$ cat src/rtl/tt_sweep_capture.sv
// Sequential truth-table reader for a single-output combinational function.
// Walks every minterm in ascending order on fn_x, samples fn_y one full
// cycle later, packs the responses LSB-first into WORD_W-bit words and
// streams them over a valid/ready port. Also counts the ON-set size.
module tt_sweep_capture #(
    parameter int N_IN   = 8,
    parameter int WORD_W = 32
) (
    input  logic              clk,
    input  logic              rst_n,
    input  logic              start,
    output logic              busy,
    output logic              done,
    output logic [N_IN-1:0]   fn_x,
    input  logic              fn_y,
    output logic [WORD_W-1:0] tt_data,
    output logic              tt_valid,
    input  logic              tt_ready,
    output logic              tt_last,
    output logic [N_IN:0]     onset_count
);

    localparam int N_MIN = 1 << N_IN;
    localparam int B_W   = (WORD_W > 1) ? $clog2(WORD_W) : 1;

    // A word must tile the minterm space exactly; anything else is a
    // configuration mistake and must not elaborate.
    generate
        if ((WORD_W < 1) || (WORD_W > N_MIN) || ((N_MIN % WORD_W) != 0)) begin : g_bad_word_w
            $error("tt_sweep_capture: WORD_W must divide 2**N_IN");
        end
    endgenerate

    localparam logic [2:0] S_IDLE   = 3'd0;
    localparam logic [2:0] S_SET    = 3'd1;
    localparam logic [2:0] S_SAMPLE = 3'd2;
    localparam logic [2:0] S_PUSH   = 3'd3;
    localparam logic [2:0] S_DONE   = 3'd4;

    localparam logic [B_W-1:0]  B_LAST = B_W'(WORD_W - 1);
    localparam logic [N_IN:0]   M_LAST = (N_IN + 1)'(N_MIN - 1);

    logic [2:0]        state_reg;
    logic [N_IN:0]     m_reg;       // one bit wider than fn_x so it never wraps
    logic [B_W-1:0]    b_reg;
    logic [WORD_W-1:0] buf_reg;
    logic [WORD_W-1:0] sample_word;
    logic              word_full;
    logic              handshake;
    logic              accept;

    assign accept    = (state_reg == S_IDLE) && start;
    assign word_full = (b_reg == B_LAST);
    assign handshake = (state_reg == S_PUSH) && tt_valid && tt_ready;

    // Word buffer with the current response merged into bit b.
    always_comb begin
        sample_word        = buf_reg;
        sample_word[b_reg] = fn_y;
    end

    // Sweep sequencing.
    always_ff @(posedge clk or negedge rst_n) begin
        if (!rst_n) begin
            state_reg <= S_IDLE;
        end else begin
            case (state_reg)
                S_IDLE:   if (start) state_reg <= S_SET;
                S_SET:    state_reg <= S_SAMPLE;
                S_SAMPLE: state_reg <= word_full ? S_PUSH : S_SET;
                S_PUSH: begin
                    if (handshake) state_reg <= tt_last ? S_DONE : S_SET;
                end
                S_DONE:   state_reg <= S_IDLE;
                default:  state_reg <= S_IDLE;
            endcase
        end
    end

    // Minterm counter, bit index, word buffer and the minterm drive.
    always_ff @(posedge clk or negedge rst_n) begin
        if (!rst_n) begin
            m_reg   <= '0;
            b_reg   <= '0;
            buf_reg <= '0;
            fn_x    <= '0;
        end else begin
            if (accept) begin
                m_reg   <= '0;
                b_reg   <= '0;
                buf_reg <= '0;
            end
            if (state_reg == S_SET) begin
                fn_x <= m_reg[N_IN-1:0];
            end
            if (state_reg == S_SAMPLE) begin
                buf_reg <= sample_word;
                m_reg   <= m_reg + (N_IN + 1)'(1);
                if (!word_full) begin
                    b_reg <= b_reg + B_W'(1);
                end
            end
            if (handshake) begin
                b_reg   <= '0;
                buf_reg <= '0;
            end
        end
    end

    // Running ON-set total; held after the sweep until the next accepted start.
    always_ff @(posedge clk or negedge rst_n) begin
        if (!rst_n) begin
            onset_count <= '0;
        end else if (accept) begin
            onset_count <= '0;
        end else if (state_reg == S_SAMPLE) begin
            onset_count <= onset_count + {{N_IN{1'b0}}, fn_y};
        end
    end

    // Output word port: loaded when a word fills, held until accepted.
    always_ff @(posedge clk or negedge rst_n) begin
        if (!rst_n) begin
            tt_data  <= '0;
            tt_valid <= 1'b0;
            tt_last  <= 1'b0;
        end else begin
            if ((state_reg == S_SAMPLE) && word_full) begin
                tt_data  <= sample_word;
                tt_valid <= 1'b1;
                tt_last  <= (m_reg == M_LAST);
            end else if (handshake) begin
                tt_valid <= 1'b0;
                tt_last  <= 1'b0;
            end
        end
    end

    // Status: busy spans the whole sweep, done pulses once as DONE is entered.
    always_ff @(posedge clk or negedge rst_n) begin
        if (!rst_n) begin
            busy <= 1'b0;
            done <= 1'b0;
        end else begin
            done <= handshake && tt_last;
            if (accept) begin
                busy <= 1'b1;
            end else if (state_reg == S_DONE) begin
                busy <= 1'b0;
            end
        end
    end

endmodule

$ cat config.mk
export PLATFORM = sky130hd
export DESIGN_NAME = tt_sweep_capture
export DESIGN_NICKNAME = d
export VERILOG_FILES = /design/src/rtl/tt_sweep_capture.sv
export SDC_FILE = /design/constraint.sdc
export NUM_CORES = 1
export LEC_CHECK = 0
export CAP_MARGIN = 20
export CORE_ASPECT_RATIO = 1.25
export CORE_UTILIZATION = 61
export DETAILED_ROUTE_END_ITERATION = 8
export DONT_BUFFER_PORTS = 1
export PLACE_DENSITY = 0.76
export SETUP_SLACK_MARGIN = 0.4
export SLEW_MARGIN = 25
export SYNTH_ARGS = -nofsm -noshare
export SYNTH_HDL_FRONTEND = slang
export SYNTH_SLANG_ARGS = --single-unit
$ cat constraint.sdc
create_clock -name clk -period 4 [get_ports clk]
set_clock_uncertainty 0.15 [all_clocks]
set_input_delay 1.2 -clock clk [delete_from_list [all_inputs] [get_ports clk]]
set_output_delay 1.2 -clock clk [all_outputs]
set_load 0.03 [all_outputs]
==> summary.md <==
| Metric | Value |
|---|---|
| Max_slew headroom | `approximately 33%` |
| Core box area | `8290 µm²` |
| Setup Viol. Count Final | `0` |
| Number of global-route vias before repair | `~3800` |
| Worst hold path class | `input port to asynchronous set/reset pin` |
| Post-CTS setup buffers | `0` |
| Count of hold buffers inserted by post-cts repair | `0` |
| Reg2Reg Capture Point | `tt_data[24]` |
| Setup_tns | `0 ps` |
| Die area | `8970 µm²` |
| Routed len/inst | `17.0 µm` |
| Initial Utilization | `a little over three fifths` |
| Fin. Hold Viols | `0` |
| CTS tree | `done` |
| Hpwl dp | `about 6300 µm` |
| Syn nets | `529` |
| Final worst-path cycle share | `between 70% and 80%` |
| Share of layout cells above drive strength 1 | `8.03%` |
| Chip height | `106 µm` |
| Count of cell types in the netlist | `48` |
| Antenna violations before repair | `0` |
| Max clock buf depth | `2` |
| Slew @ Worst Pin | `1000 ps` |
| EDFF count, synth | `0` |
| # DRC | `2` |
| Average size of a mapped cell | `between 10 and 15 µm²` |
| Ys flop type | `dfrtp_1` |
| CP Data Arrival Time | `just over 3000 ps` |
| Cts repair resizes | `0` |
| # fillers | `approximately 650` |
| Fin Hold WS | `approximately 340 ps` |
| F_max | `about 340 MHz` |
| Largest net degree at the start of global routing | `slightly above 100` |
| Grt total ovfl | `0` |
| Status | `complete, but fails checks` |
| Htree depth | `3` |
| Max_cap viols | `0` |
| RSZ-0062 raised after global routing | `false` |
| Die X | `about 85 µm` |
| Maximum fanout along the worst path | `35` |
| Reg2Reg Depth | `6` |
| Cell count after synthesis | `515` |
| Clk slew on worst S/H paths | `100 ps` |
| Worst r2r src | `b_reg[3]` |
| Slew Limit Fails | `0` |
| WP data required | `~4200 ps` |
| CP Cell Sequence | `and3_1 > ha_1 > and4bb_2 > buf_12 > nor2_1 > a21oi_1` |
| Pre-antenna DRT Iters | `7` |
| Max stage delay on crit path | `1020 ps` |
| Vias per cell | `~6.3` |
| Diodes inserted | `0` |
| Final Net Count | `507` |
| Crit path capture type | `flop` |
| Slowest cell on crit path | `dfrtp_1` |
| Synth Warn # | `0` |
| Ys async rst share | `between 90% and 100%` |
| # rows | `37` |
| Period minus WS final | `approximately 2900 ps` |
| Flop2flop setup slack | `around 1100 ps` |
| Post-synthesis register bit count | `slightly above 100` |
| Routed WL | `between 10000 and 15000 µm` |
| Clk_lat worst skew | `around 380 ps` |
| Maximum VDD drop | `around 440 µV` |
| Cts bufs inserted | `9` |
| Gpl congestion | `around 0.81` |
| Total Routing Usage GR | `approximately a quarter` |
| Footprint of the multi-input gates | `between 2000 and 2500 µm²` |
| Root buf cell | `clkbuf_8` |
| Storage cell area | `approximately 2600 µm²` |
| Critical path startpoint | `b_reg[3]` |
| Port Buf Inserts | `0` |
| Post-synthesis cell area | `roughly 5200 µm²` |
| ANT nets after route | `0` |
| Worst Setup Path Type | `flop to flop` |
| Violated checks | `design-rule violations` |
| First-pass GRT wire length | `between 15000 and 20000 µm` |
| Leak | `2.21 nW` |
| CTS Sinks | `around 100` |
| Power density cells | `around 650 nW/µm²` |
| Total number of vias | `~3800` |
| I/O pin cnt | `58` |
| Area growth from synthesis to layout | `4.68%` |
| Initial DRC count | `289` |
| CP Launch Type | `flop` |
| Seq/Total Area, Yosys | `about half` |
[cell usage in the layout, fill, tap and decap left out, types with 13 or more instances in the layout]
cell and instances:
a21oi_1 46, dfrtp_1 101, inv_1 36, mux2i_1 38, nand2_1 36, nand3_1 23
nand4b_1 13, nor2_1 35, o211ai_1 16, o221ai_1 16, or3_1 21
[layout make-up]
class                           count  share of cell area (%)
Inverter                           37                    2.53
Multi-Input combinational cell    338                    43.3
Tap cell                           97                    2.21
Timing Repair Buffer                5                   0.912
Clock buffer                        9                    2.26
Clock inverter                      7                    2.23
Sequential cell                   102                    46.5
[through the flow]
step / area, µm² / setup WS [ps] / instances / utilization [%] / power [mW]
finish: 5490 / 1080 / 595 / 66.2 / 3.57
floorplan: 5240 / 1530 / 515 / - / 2.60
global placement: 5240 / 1240 / 579 / 63.2 / 2.75
CTS: 5490 / 1090 / 595 / 66.2 / 3.60
detailed placement: 5240 / 1080 / 579 / 63.2 / 2.81
global route: 5490 / 833 / 595 / 66.2 / 3.81
[cell families (layout without fill, tap and decap cells)]
group                    after synthesis  in the layout  synth area share [%]
AND/OR/NAND/NOR                      179            179                  21.0
flip-flops                           102            102                  48.7
AO/OA/AOI/OAI                        100            100                  12.4
buffers and inverters                 75             58                  6.09
multiplexers                          48             48                  9.40
adder cells (fa/ha/maj)                9              9                  2.15
XOR/XNOR                               2              2                 0.334
[power breakdown]
group          internal [mW]  switching (mW)
logic                  0.449           0.514
clock network          0.417           0.363
registers               1.29           0.538
total                   2.16            1.41
[layer usage]
metal  share of wire [%]  track usage, %
met1                  44            30.7
met2                  49            39.7
met3                 4.1            6.34
met4                 2.6            12.3
met5                   0               0
[worst max-delay path: cells and delay by family, from the launching register on]
kind	cells	cell delay, ps
fa+ha+maj	1	230
buf+inv	1	270
compound gates	1	130
flops	1	1020
simple gates	3	1030
[how the worst max path moves through the flow]
stage / end / slack, ps / cells past startpoint
global placement: tt_data[21] / 1240 / 6
finish: tt_data[24] / 1080 / 6
detailed placement: tt_data[26] / 1080 / 6
CTS: tt_data[24] / 1090 / 6
floorplan: onset_count[8] / 1530 / 5
global route: tt_data[25] / 830 / 6
[Yosys cell counts, drive strengths merged (2+ instances only)]
cell type / n / area [µm²]
and4bb: 7 / 87.6
clkbuf: 17 / 63.8
nor2: 36 / 138
mux2: 10 / 113
nand3b: 3 / 22.5
nor4bb: 7 / 70.1
and2: 3 / 18.8
nand3: 23 / 115
nand4: 7 / 43.8
or3: 21 / 131
xnor2: 2 / 17.5
or4: 2 / 15.0
nor3: 4 / 20.0
o211ai: 16 / 120
dfrtp: 102 / 2550
mux2i: 38 / 380
o21ai: 11 / 55.1
o31ai: 2 / 15.0
inv: 37 / 139
nor4b: 6 / 98.8
a22o: 3 / 26.3
nand2: 37 / 141
o221ai: 16 / 140
nand2b: 5 / 31.3
ha: 9 / 113
buf: 21 / 116
a21oi: 46 / 230
nand4b: 13 / 114
Power figures use the tool's default switching activity.
